$ cat src/rtl/par_ser_pkg.sv
// par_ser_pkg: shared types, default sizes and the WIDTH clamp helper for
// the par_ser serializer. Used by par_ser (optional feature macro:
// PAR_SER_PARITY_EN).
package par_ser_pkg;

    typedef enum logic {
        ST_IDLE  = 1'b0,
        ST_SHIFT = 1'b1
    } state_t;

    localparam int MAX_WIDTH_C = 512;
    localparam int CNT_W_C     = 10;

    // Requested bit counts above the datapath width are silently limited to it.
    function automatic int unsigned clamp_width(input int unsigned w,
                                                input int unsigned maxw);
        return (w > maxw) ? maxw : w;
    endfunction

endpackage

$ cat src/rtl/par_ser.sv
// par_ser: parallel-in, serial-out transmitter. Loads a word and a runtime
// bit count over a valid/ready handshake and sends it LSB-first with
// valid/ready backpressure on the serial side.
// Optional feature macro: PAR_SER_PARITY_EN appends one even-parity beat.
module par_ser
    import par_ser_pkg::*;
#(
    parameter int MAX_WIDTH = MAX_WIDTH_C,
    parameter int CNT_W     = CNT_W_C
) (
    input  logic                 clock,
    input  logic                 reset,
    input  logic [CNT_W-1:0]     WIDTH,
    input  logic [MAX_WIDTH-1:0] ip,
    input  logic                 in_valid,
    output logic                 in_ready,
    output logic                 sout,
    output logic                 sout_valid,
    output logic                 sout_last,
    input  logic                 out_ready,
    output logic                 load_err
);

`ifdef PAR_SER_PARITY_EN
    // One extra slot above the data holds the parity bit.
    localparam int SH_W = MAX_WIDTH + 1;
`else
    localparam int SH_W = MAX_WIDTH;
`endif

    state_t           state;
    logic [SH_W-1:0]  shreg;
    logic [CNT_W-1:0] cnt;
    logic             load;
    logic [CNT_W-1:0] wclamp;
    logic [SH_W-1:0]  load_word;
    logic [CNT_W-1:0] load_cnt;

    assign wclamp = CNT_W'(clamp_width(32'(WIDTH), 32'(MAX_WIDTH)));

    assign sout_valid = (state == ST_SHIFT);
    assign sout       = (state == ST_SHIFT) && shreg[0];
    assign sout_last  = (state == ST_SHIFT) && (cnt == '0);
    // Ready while idle, or on the final accepted beat so frames run back-to-back.
    assign in_ready   = reset && ((state == ST_IDLE) || (sout_last && out_ready));
    assign load       = in_valid && in_ready;

`ifdef PAR_SER_PARITY_EN
    logic [MAX_WIDTH-1:0] mask;
    logic [MAX_WIDTH-1:0] masked;
    logic                 par;

    // Mask off unsent bits, then place the parity bit just above the data.
    always_comb begin
        mask      = {MAX_WIDTH{1'b1}} >> (32'(MAX_WIDTH) - 32'(wclamp));
        masked    = ip & mask;
        par       = ^masked;
        load_word = SH_W'(masked) | (SH_W'(par) << wclamp);
        load_cnt  = wclamp;
    end
`else
    // Upper bits never reach sout because the counter ends the frame first.
    always_comb begin
        load_word = ip;
        load_cnt  = wclamp - 1'b1;
    end
`endif

    // FSM, shift register, bit counter and error pulse.
    always_ff @(posedge clock or negedge reset) begin
        if (!reset) begin
            state    <= ST_IDLE;
            shreg    <= '0;
            cnt      <= '0;
            load_err <= 1'b0;
        end else begin
            load_err <= load && (wclamp == '0);
            if (load && (wclamp != '0)) begin
                shreg <= load_word;
                cnt   <= load_cnt;
                state <= ST_SHIFT;
            end else if (load) begin
                // Zero-length word is dropped; any running frame has just ended.
                state <= ST_IDLE;
            end else if ((state == ST_SHIFT) && out_ready) begin
                shreg <= shreg >> 1;
                if (cnt == '0) begin
                    state <= ST_IDLE;
                end else begin
                    cnt <= cnt - 1'b1;
                end
            end
        end
    end

endmodule

$ cat config.mk
export PLATFORM = sky130hd
export DESIGN_NAME = par_ser
export DESIGN_NICKNAME = d
export VERILOG_FILES = /design/src/rtl/par_ser_pkg.sv /design/src/rtl/par_ser.sv
export SDC_FILE = /design/constraint.sdc
export NUM_CORES = 1
export LEC_CHECK = 0
export CORE_ASPECT_RATIO = 0.9
export CORE_MARGIN = 2
export CORE_UTILIZATION = 46
export DETAILED_ROUTE_END_ITERATION = 10
export PLACE_DENSITY = 0.77
export SYNTH_ARGS = -nofsm -noshare
export SYNTH_HDL_FRONTEND = slang
export SYNTH_SLANG_ARGS = --single-unit
export TNS_END_PERCENT = 50
$ cat constraint.sdc
create_clock -name clock -period 3.5 [get_ports clock]
set_input_delay 0.7 -clock clock [delete_from_list [all_inputs] [get_ports clock]]
set_output_delay 0.7 -clock clock [all_outputs]
set_load 0.01 [all_outputs]
==> results of run 1 <==
## power breakdown
part | internal (mW) | switching (mW)
combinational | 3.42 | 3.24
sequential | 8.78 | 1.56
clock | 3.37 | 2.40
total | 15.6 | 7.20
## worst reg2reg max path, cell delays in order (launching register included)
cell,delay [ns]
dfrtp_1,0.41
or4_4,0.59
or4_4,0.53
a21o_4,0.26
nor3b_1,0.19
a21oi_1,0.08
ha_1,0.21
and2_1,0.17
a31oi_2,0.17
nor4_1,0.08
a2111oi_1,0.42
a31oi_1,0.07
## sequential cells by signal (all words and copies together), names as in the netlist
signal,flops
sout_valid,1
cnt,10
shreg,512
load_err,1
## cell families (layout without fill, tap and decap cells)
| group | after synthesis | after routing |
|---|---|---|
| buffers and inverters | 177 | 692 |
| muxes | 517 | 517 |
| DFF | 524 | 524 |
| adders and majority gates | 1 | 1 |
| AOI/OAI and AO/OA | 549 | 549 |
| other | 0 | 3 |
| xor gates and xnor gates | 6 | 6 |
| and+or+nand+nor | 564 | 564 |
## stage by stage
| stage | TNS (ns) | hold WS, ns |
|---|---|---|
| 2_1_floorplan | 0 | 0.404 |
| 3_3_place_gp | -0.308 | 0.483 |
| 3_5_place_dp | -0.450 | 0.496 |
| 4_1_cts | 0 | 0.288 |
| 5_1_grt | 0 | 0.336 |
| 6_report | 0 | 0.284 |
## placed cells by master, fill, tap and decap left out, types with 5 or more instances in the layout
cell type / instances
clkbuf_16: 54
clkbuf_1: 9
nor2_1: 9
clkdlybuf4s50_1: 529
clkinv_2: 12
nor3_1: 5
mux2i_1: 515
a21oi_1: 6
buf_12: 25
o21ai_1: 512
dfrtp_1: 524
clkbuf_8: 15
buf_4: 35
nand2_1: 516
## path summary, 6_finish.rpt
path / endpoint / cells past startpoint / slack [ns]
setup / recovery: in_ready / 6 / 0.09
hold / removal: sout_valid / 2 / 0.28
max in group asynchronous: shreg[176] / 3 / 1.67
hold reg to reg: cnt[9] / 2 / 0.50
min in group clock: cnt[9] / 2 / 0.50
setup reg to reg: cnt[6] / 11 / 0.19
## area by class of cell
class / instances / area (um2) / area share
sequential: 524 / 13100 / 0.406
multi-input combinational: 1637 / 10400 / 0.322
timing repair buffer: 591 / 6080 / 0.189
clock buffer: 78 / 1590 / 0.0493
tap: 688 / 861 / 0.0267
clock inverter: 21 / 205 / 0.00636
inverter: 2 / 7.51 / 0.000233
antenna: 3 / 7.51 / 0.000233
## timing repair
| item | in CTS | in global routing |
|---|---|---|
| hold buffers | 1 | 0 |
| buffers inserted | 0 | 0 |
| pin swaps | 0 | 0 |
| resized for setup | 3 | 4 |
| endpoints found under the setup margin | 2 | 3 |
| endpoints found under the hold margin | 4 | 0 |
## metal layers
metal / GRT usage / up-vias
met3: 0.0449 / 148
met2: 0.383 / 521
met4: 0.0942 / 8
li1: - / 9058
met5: 0 / -
met1: 0.297 / 9067
==> qor.yml, run 1 <==
crit_slowest_cell: "or4_4"
grt-ovfl-total: 0
critPathLaunchType: "flip-flop"
synth_seq_cells: 524
start_util: 0.467
numCtsBuffers: 54
path_max_fanout: 4
root_buffer: "clkbuf_16"
die_h_um: 222
synth_nets: 2865
via_count: 18800
synth_edf_count: 0
hp-class: "in -> async"
drive_gt1_frac: 0.0592
dieArea_um2: 54500
clk-insertion-delay-late_ns: 0.59
first_pass_iters: 6
drt-met1-wl_um: 26800
synth_commonest_cells: "524 x dfrtp_1, 517 x nand2_1, 515 x mux2i_1"
detailed_place.area_um2: 30400
yosysWarnings: 0
drtAntennaViolNets: 0
clock_skew_ns: 0.0166
fmaxAchievable_mhz: 294
finalHoldViolations: 0
highest_layer: "met5"
synth_simple_gate_area_frac: 0.0916
drt_iter0_drc: 1010
clockBufferDepth: 3
crit_buf_inv: 1
slew_violations: 0
utilization: 0.622
layout_setup_ws_ns: 0.0943
rows: 79
synth_most_common_cell: "dfrtp_1"
cts_tree: "done"
grt_pass1_wl_um: 102000
async_flop_share: 1.00
synth_cell_types: 53
synth_compound_area_frac: 0.119
portBuffers: 530
worst_slew_pin_slew_ns: 0.987
die_w_um: 246
cp_data_required_time_ns: 2.80
post_drt_wl_per_cell_um: 17.9
vias_per_cell: 5.31
grt_start_max_net_pins: 166
syn_area_per_cell_um2: 10.4
p_total_mw: 22.8
synthCells: 2338
max_cap_violations: 0
wl_met3_um: 3740
critPathMaxStageDelay_ns: 0.59
gp_congestion: 0.900
reg2reg_from: "cnt[1]"
synthMuxAreaShare: 0.214
clock_sinks: 524
rsz0062_at_grt: "false"
finalInstanceArea_um2: 32300
netlist_area_um2: 24200
grt_pass1_vias: 19400
areaGrowthSynthToFinish_pct: 33.2
final_cells: 3544
critical_path_arrival_ns: 2.71
synthAdderAreaFrac: 0.000517
startpoint: "cnt[1]"
fillCellCount: 4197
synth.top_cell.area_share: 0.541
routed_wl_um: 63600
synth_seq_area_share: 0.541
yosysTopAreaCell: "dfrtp_1"
wl_met2_um: 30600
timing.final.crit_share: 0.973
synthXorXnorAreaFrac: 0.00217
core_um2: 51900
slew_headroom: 0.342
crit_family: "simple AND/OR/NAND/NOR gates"
power_density_nw_per_um2: 706
status: "completed"
synth_top_family_by_area: "multiplexers"
dp_cells: 3441
io_pins: 531
critPathKind: "reg -> out"
ys.flop_type: "dfrtp_1"
grtUsageTotal: 0.231
p_leak_nw: 14.0
drc: 0
path_clk_slew_ns: 0.06
peakVddDrop_mv: 0.446
place_hpwl_um: 45100
nets: 3337
finalCriticalPeriod_ns: 3.41
setup_viol: 0
end_kind: "primary output"
pre_cts_slack_ns: -0.223
path_cells: "or4_4 > nor3_4 > nand2_1 > nand2_2 > and2_1 > clkdlybuf4s50_1"
antenna_found_initial: 10
synth_area_leaders: "dfrtp_1 54%, mux2i_1 21%, o21ai_1 11%"
htree_num_levels: 2
Note: power is estimated with default switching activity, not from simulation.
==> inputs of run 2 (changes only) <==
ABC_AREA = 0   (was unset)
CORE_UTILIZATION = 55   (was 46)
HOLD_SLACK_MARGIN = 0.02   (was unset)
PLACE_DENSITY = 0.86   (was 0.77)
clock period = 4.4 ns   (was 3.5 ns; I/O delays follow)
==> run 2 against run 1 <==
  * Non-clock buffer count down 23
  * Wire length up 0.70%
  * Clock skew down 0.0027 ns
  * Cell area down 1.5%
  * Combinational power down 20%
  * Hold slack worse by 0.20 ns
  * Cell count down 4.4%
  * Sequential cell count unchanged
  * Critical path depth up 1
  * Global-route usage up 4.8 points
  * First-iteration DRC count up 48%
  * Critical endpoint unchanged
==> qor.yml, run 2 (synthesis results as in run 1) <==
status: "completed"  # unchanged
grt_use_met3: 0.0586  # was 0.0449
drc: 0  # unchanged
portBuffers: 530  # unchanged
via_count: 19000  # was 18800
drt_iter0_drc: 1494  # was 1010
reg2reg_from: "cnt[1]"  # unchanged
detailed_place.area_um2: 30000  # was 30400 um2
cts_hold_buf: 0  # was 1
rsz0062_at_grt: "false"  # unchanged
numCtsBuffers: 53  # was 54
grtUsageMet2: 0.463  # was 0.383
clock_sinks: 524  # unchanged
busiest_layer: "met2"  # unchanged
r2r_cells: 11  # unchanged
grt_start_max_net_pins: 204  # was 166
clockBufferDepth: 3  # unchanged
largest-register: "shreg"  # unchanged
postCtsSetupBuffers: 0  # unchanged
top_regs: "shreg x512, cnt x10"  # unchanged
peakVddDrop_mv: 0.365  # was 0.446 mV
grt-ovfl-total: 0  # unchanged
die_w_um: 225  # was 246 um
grtUsageTotal: 0.279  # was 0.231
finalHoldViolations: 0  # unchanged
place_hpwl_um: 44100  # was 45100 um
slew_headroom: 0.268  # was 0.342
critPathLaunchType: "flip-flop"  # unchanged
cts_resized: 0  # was 3
final_common_cell: "clkdlybuf4s50_1"  # unchanged
critical_path_arrival_ns: 2.92  # was 2.71 ns
p_leak_nw: 13.9  # was 14.0 nW
drtAntennaViolNets: 0  # unchanged
path_max_fanout: 5  # was 4
antenna_found_initial: 17  # was 10
vias_per_cell: 5.60  # was 5.31
grt_pass1_vias: 19400  # about the same
end_kind: "primary output"  # unchanged
layout_common_cells: "529 x clkdlybuf4s50_1, 524 x dfrtp_1, 517 x nand2_1, 515 x mux2i_1, 512 x o21ai_1"  # was 529 x clkdlybuf4s50_1, 524 x dfrtp_1, 516 x nand2_1, 515 x mux2i_1, 512 x o21ai_1
htree_num_levels: 2  # unchanged
fin_setup_tns_ns: 0  # unchanged
cts_tree: "done"  # unchanged
io_pins: 531  # unchanged
rows: 72  # was 79
startpoint: "cnt[1]"  # unchanged
worst_slew_pin_slew_ns: 1.10  # was 0.987 ns
power_density_nw_per_um2: 568  # was 706 nW/um2
met1_usage: 0.358  # was 0.297
timing.final.crit_share: 0.863
finalInstanceArea_um2: 31800  # was 32300 um2
root_buffer: "clkbuf_16"  # unchanged
path_clk_slew_ns: 0.06  # about the same
crit_end: "in_ready"  # unchanged
core_um2: 43200  # was 51900 um2
first_pass_iters: 5  # was 6
grt_pass1_wl_um: 102000  # about the same
clock_skew_ns: 0.0139  # was 0.0166 ns
cp_data_required_time_ns: 3.52  # was 2.80 ns
nets: 3313  # was 3337
finalCriticalPeriod_ns: 3.80
slew_violations: 0  # unchanged
dieArea_um2: 45700  # was 54500 um2
setup_viol: 0  # unchanged
rrSetupSlack_ns: 0.84  # was 0.19 ns
critPathKind: "reg -> out"  # unchanged
die_h_um: 203  # was 222 um
post_drt_wl_per_cell_um: 18.9  # was 17.9 um
clk-insertion-delay-late_ns: 0.59  # about the same
start_util: 0.560  # was 0.467
drive_gt1_frac: 0.0475  # was 0.0592
routed_wl_um: 64000  # was 63600 um
areaGrowthSynthToFinish_pct: 31.1  # was 33.2%
r2r-end: "cnt[6]"  # unchanged
hp-class: "in -> async"  # unchanged
max_cap_violations: 0  # unchanged
fmaxAchievable_mhz: 263
gp_congestion: 0.855  # was 0.900
largest_reg_flops: 512  # unchanged
==> run 2: worst max-delay path: stages, from the launching register on <==
cell,delay (ns)
dfrtp_1,0.42
or4_4,0.58
nor3_1,0.16
buf_4,0.19
nand2_1,0.06
nand2_1,0.12
and2_1,0.15
clkdlybuf4s50_1,0.65
==> run 2: how the worst min path moves through the flow <==
| stage | slack [ns] | end | cells past startpoint |
|---|---|---|---|
| 3_3_place_gp | 0.49 | cnt[9] | 2 |
| 6_report | 0.08 | load_err | 1 |
| 2_1_floorplan | 0.47 | shreg[511] | 1 |
| 3_5_place_dp | 0.49 | shreg[511] | 1 |
| 5_1_grt | 0.06 | load_err | 1 |
| 4_1_cts | 0.05 | load_err | 1 |
==> run 2: stage by stage <==
| step | std cells | power [mW] | utilization | setup WS [ns] | hold slack (ns) |
|---|---|---|---|---|---|
| finish | 3389 | 18.1 | 0.734 | 0.604 | 0.0806 |
| global route | 3387 | 19.2 | 0.734 | 0.453 | 0.0551 |
| CTS | 3379 | 18.1 | 0.734 | 0.531 | 0.0489 |
| detailed placement | 3286 | 13.5 | 0.694 | 0.209 | 0.490 |
| global placement | 3286 | 13.1 | 0.694 | 0.196 | 0.485 |
| floorplan | 2338 | 11.8 | - | 0.866 | 0.466 |
==> run 2: final cells by class <==
class / count / area, um2
Antenna cell: 10 / 25.0
Clock buffer: 82 / 1620
Clock inverter: 11 / 113
Fill cell: 2888 / 11500
Inverter: 2 / 7.51
Multi-Input combinational cell: 1637 / 10400
Sequential cell: 524 / 13100
Tap cell: 555 / 694
Timing Repair Buffer: 568 / 5830
==> run 2: per-layer routing <==
layer  vias up  wire length (um)
met1      9246             26100
li1       9011                 -
met2       579             31300
met3       144              4320
met5         -                82
met4        12              2260
==> run 2: report_power, final <==
part | internal (mW) | total, mW | switching, mW
Sequential | 6.98 | 8.26 | 1.28
Clock | 2.62 | 4.49 | 1.87
Combinational | 2.68 | 5.30 | 2.63
Total | 12.3 | 18.1 | 5.77
==> inputs of run 3 (changes only) <==
CORE_MARGIN = unset   (was 2)
==> run 3 against run 2 <==
  * Clock power rose by 2%
  * Largest power group unchanged
  * Via count rose by 0.31%
  * Critical path type unchanged
  * Combinational power barely moved
  * Cell count barely moved
  * Sequential share of layout area barely moved
  * Highest routed layer unchanged
  * Clock skew rose by 0.0038 ns
  * Register-to-register slack got worse by 0.10 ns
  * Core utilization barely moved
  * Largest cell class unchanged
==> qor.yml, run 3 (synthesis results as in run 1) <==
p_clk_frac: 0.251  # was 0.249
fmaxAchievable_mhz: 259  # was 263 MHz
intPower_mw: 12.3  # about the same
worst_slew_pin_slew_ns: 1.09  # was 1.10 ns
numCtsBuffers: 53  # unchanged
place_hpwl_um: 44200  # was 44100 um
p_leak_nw: 13.9  # about the same
dieArea_um2: 44900  # was 45700 um2
peakVddDrop_mv: 0.331  # was 0.365 mV
slew_violations: 0  # unchanged
clk-insertion-delay-late_ns: 0.59  # about the same
detailed_place.area_um2: 30000  # about the same
clock_sinks: 524  # unchanged
cp_data_required_time_ns: 3.52  # about the same
utilization: 0.734  # about the same
grt_pass1_wl_um: 102000  # about the same
finalHoldViolations: 0  # unchanged
dp_cells: 3293  # was 3286
routed_wl_um: 63800  # was 64000 um
post_drt_wl_per_cell_um: 18.8  # was 18.9 um
clock_skew_ns: 0.0176  # was 0.0139 ns
vias_per_cell: 5.62  # was 5.60
antenna_found_initial: 3  # was 17
die_w_um: 223  # was 225 um
switching_share: 0.320  # about the same
critical_path_arrival_ns: 2.98  # was 2.92 ns
critPathLaunchType: "flip-flop"  # unchanged
top_regs: "shreg x512, cnt x10"  # unchanged
die_h_um: 201  # was 203 um
htree_num_levels: 2  # unchanged
core_um2: 43200  # unchanged
postCtsSetupBuffers: 0  # unchanged
io_pins: 531  # unchanged
grt-ovfl-total: 0  # unchanged
portBuffers: 530  # unchanged
cts_resized: 0  # unchanged
grt_start_max_net_pins: 201  # was 204
largest_reg_flops: 512  # unchanged
critPathMaxStageDelay_ns: 0.58  # was 0.65 ns
max_cap_violations: 0  # unchanged
finalInstanceArea_um2: 31700  # was 31800 um2
finalCriticalPeriod_ns: 3.86  # was 3.80 ns
cts_tree: "done"  # unchanged
rsz0062_at_grt: "false"  # unchanged
crit_slowest_cell: "clkdlybuf4s50_1"  # unchanged
areaGrowthSynthToFinish_pct: 31.1  # about the same
grtUsageTotal: 0.286  # was 0.279
slew_headroom: 0.275  # was 0.268
root_buffer: "clkbuf_16"  # unchanged
critPathKind: "reg -> out"  # unchanged
seqPwrFrac: 0.456  # was 0.458
fin_setup_tns_ns: 0  # unchanged
final_cells: 3392  # was 3389
power_frac_comb: 0.293  # was 0.294
largest-register: "shreg"  # unchanged
first_pass_iters: 5  # unchanged
start_util: 0.560  # unchanged
p_total_mw: 18.2  # was 18.1 mW
power_switching_mw: 5.81  # was 5.77 mW
path_cells: "or4_4 > nor3_1 > buf_4 > nand2_1 > nand2_1 > and2_1 > clkdlybuf4s50_1"  # unchanged
status: "completed"  # unchanged
timing.final.crit_share: 0.878  # was 0.863
path_max_fanout: 5  # unchanged
hp-class: "reg -> reg"  # was in -> async
drtAntennaViolNets: 0  # unchanged
setup_viol: 0  # unchanged
grt_pass1_vias: 19400  # about the same
clockBufferDepth: 3  # unchanged
fillCellCount: 2836  # was 2888
final_common_cell: "clkdlybuf4s50_1"  # unchanged
drc: 0  # unchanged
crit_top_cell: "nand2_1"  # unchanged
drt_iter0_drc: 1755  # was 1494
path_clk_slew_ns: 0.06  # about the same
layout_common_cells: "529 x clkdlybuf4s50_1, 524 x dfrtp_1, 517 x nand2_1, 515 x mux2i_1, 512 x o21ai_1"  # unchanged
gp_congestion: 0.882  # was 0.855
via_count: 19100  # was 19000
end_kind: "primary output"  # unchanged
cts_hold_buf: 0  # unchanged
drive_gt1_frac: 0.0498  # was 0.0475
power_density_nw_per_um2: 572  # was 568 nW/um2
nets: 3320  # was 3313
rows: 72  # unchanged
## run 3: cell types whose count changed in the layout (fill, tap and decap cells not counted)
| cell | previous run | this run |
|---|---|---|
| buf_12 | 19 | 13 |
| diode_2 | 10 | 4 |
| clkinvlp_4 | 3 | 1 |
| clkbuf_8 | 18 | 11 |
| clkbuf_1 | 11 | 13 |
| buf_4 | 19 | 32 |
| bufinv_16 | 2 | 5 |
| clkinv_2 | 6 | 11 |
| inv_6 | 0 | 1 |
## run 3: worst max-delay path: cells and delay by family, from the launching register on
family	cells	cell delay [ns]
flip-flops	1	0.42
buffers and inverters	2	0.77
AND/OR/NAND/NOR	5	1.21
## run 3: power groups by stage
stage	logic, mW	clock network (mW)	registers, mW
floorplan	3.90	0	7.85
global placement	5.00	0	8.14
detailed placement	5.27	0	8.28
CTS	5.37	4.63	8.25
global route	5.92	4.84	8.49
finish	5.32	4.57	8.27
## run 3: worst paths after layout
check	from	end	slack [ns]	cells past startpoint
max	cnt[1]	in_ready	0.54	7
min	cnt[9]	cnt[9]	0.50	2
max reg2reg	cnt[1]	cnt[6]	0.74	11
min reg2reg	cnt[9]	cnt[9]	0.50	2
max in group asynchronous	reset	shreg[37]	1.49	4
min in group asynchronous	reset	sout_valid	0.55	2
## run 3: through the flow
stage / hold slack (ns) / worst slack (ns)
3_5_place_dp: 0.493 / 0.254
3_3_place_gp: 0.486 / 0.297
4_1_cts: 0.502 / 0.516
6_report: 0.501 / 0.537
2_1_floorplan: 0.466 / 0.866
5_1_grt: 0.527 / 0.420
## run 3: layer usage
layer	track usage	vias to the layer above	wire (um)
li1	-	9028	-
met1	0.370	9222	26400
met2	0.472	638	31000
met3	0.0499	161	3750
met4	0.128	2	2640
met5	0	-	11
## run 3: layout make-up
class,count,area (um2),area share
Sequential cell,524,13100,0.413
Multi-Input combinational cell,1637,10400,0.326
Timing Repair Buffer,575,5810,0.183
Clock buffer,77,1530,0.0481
Tap cell,555,694,0.0219
Clock inverter,18,221,0.00698
Antenna cell,4,10.0,0.000315
Inverter,2,7.51,0.000237
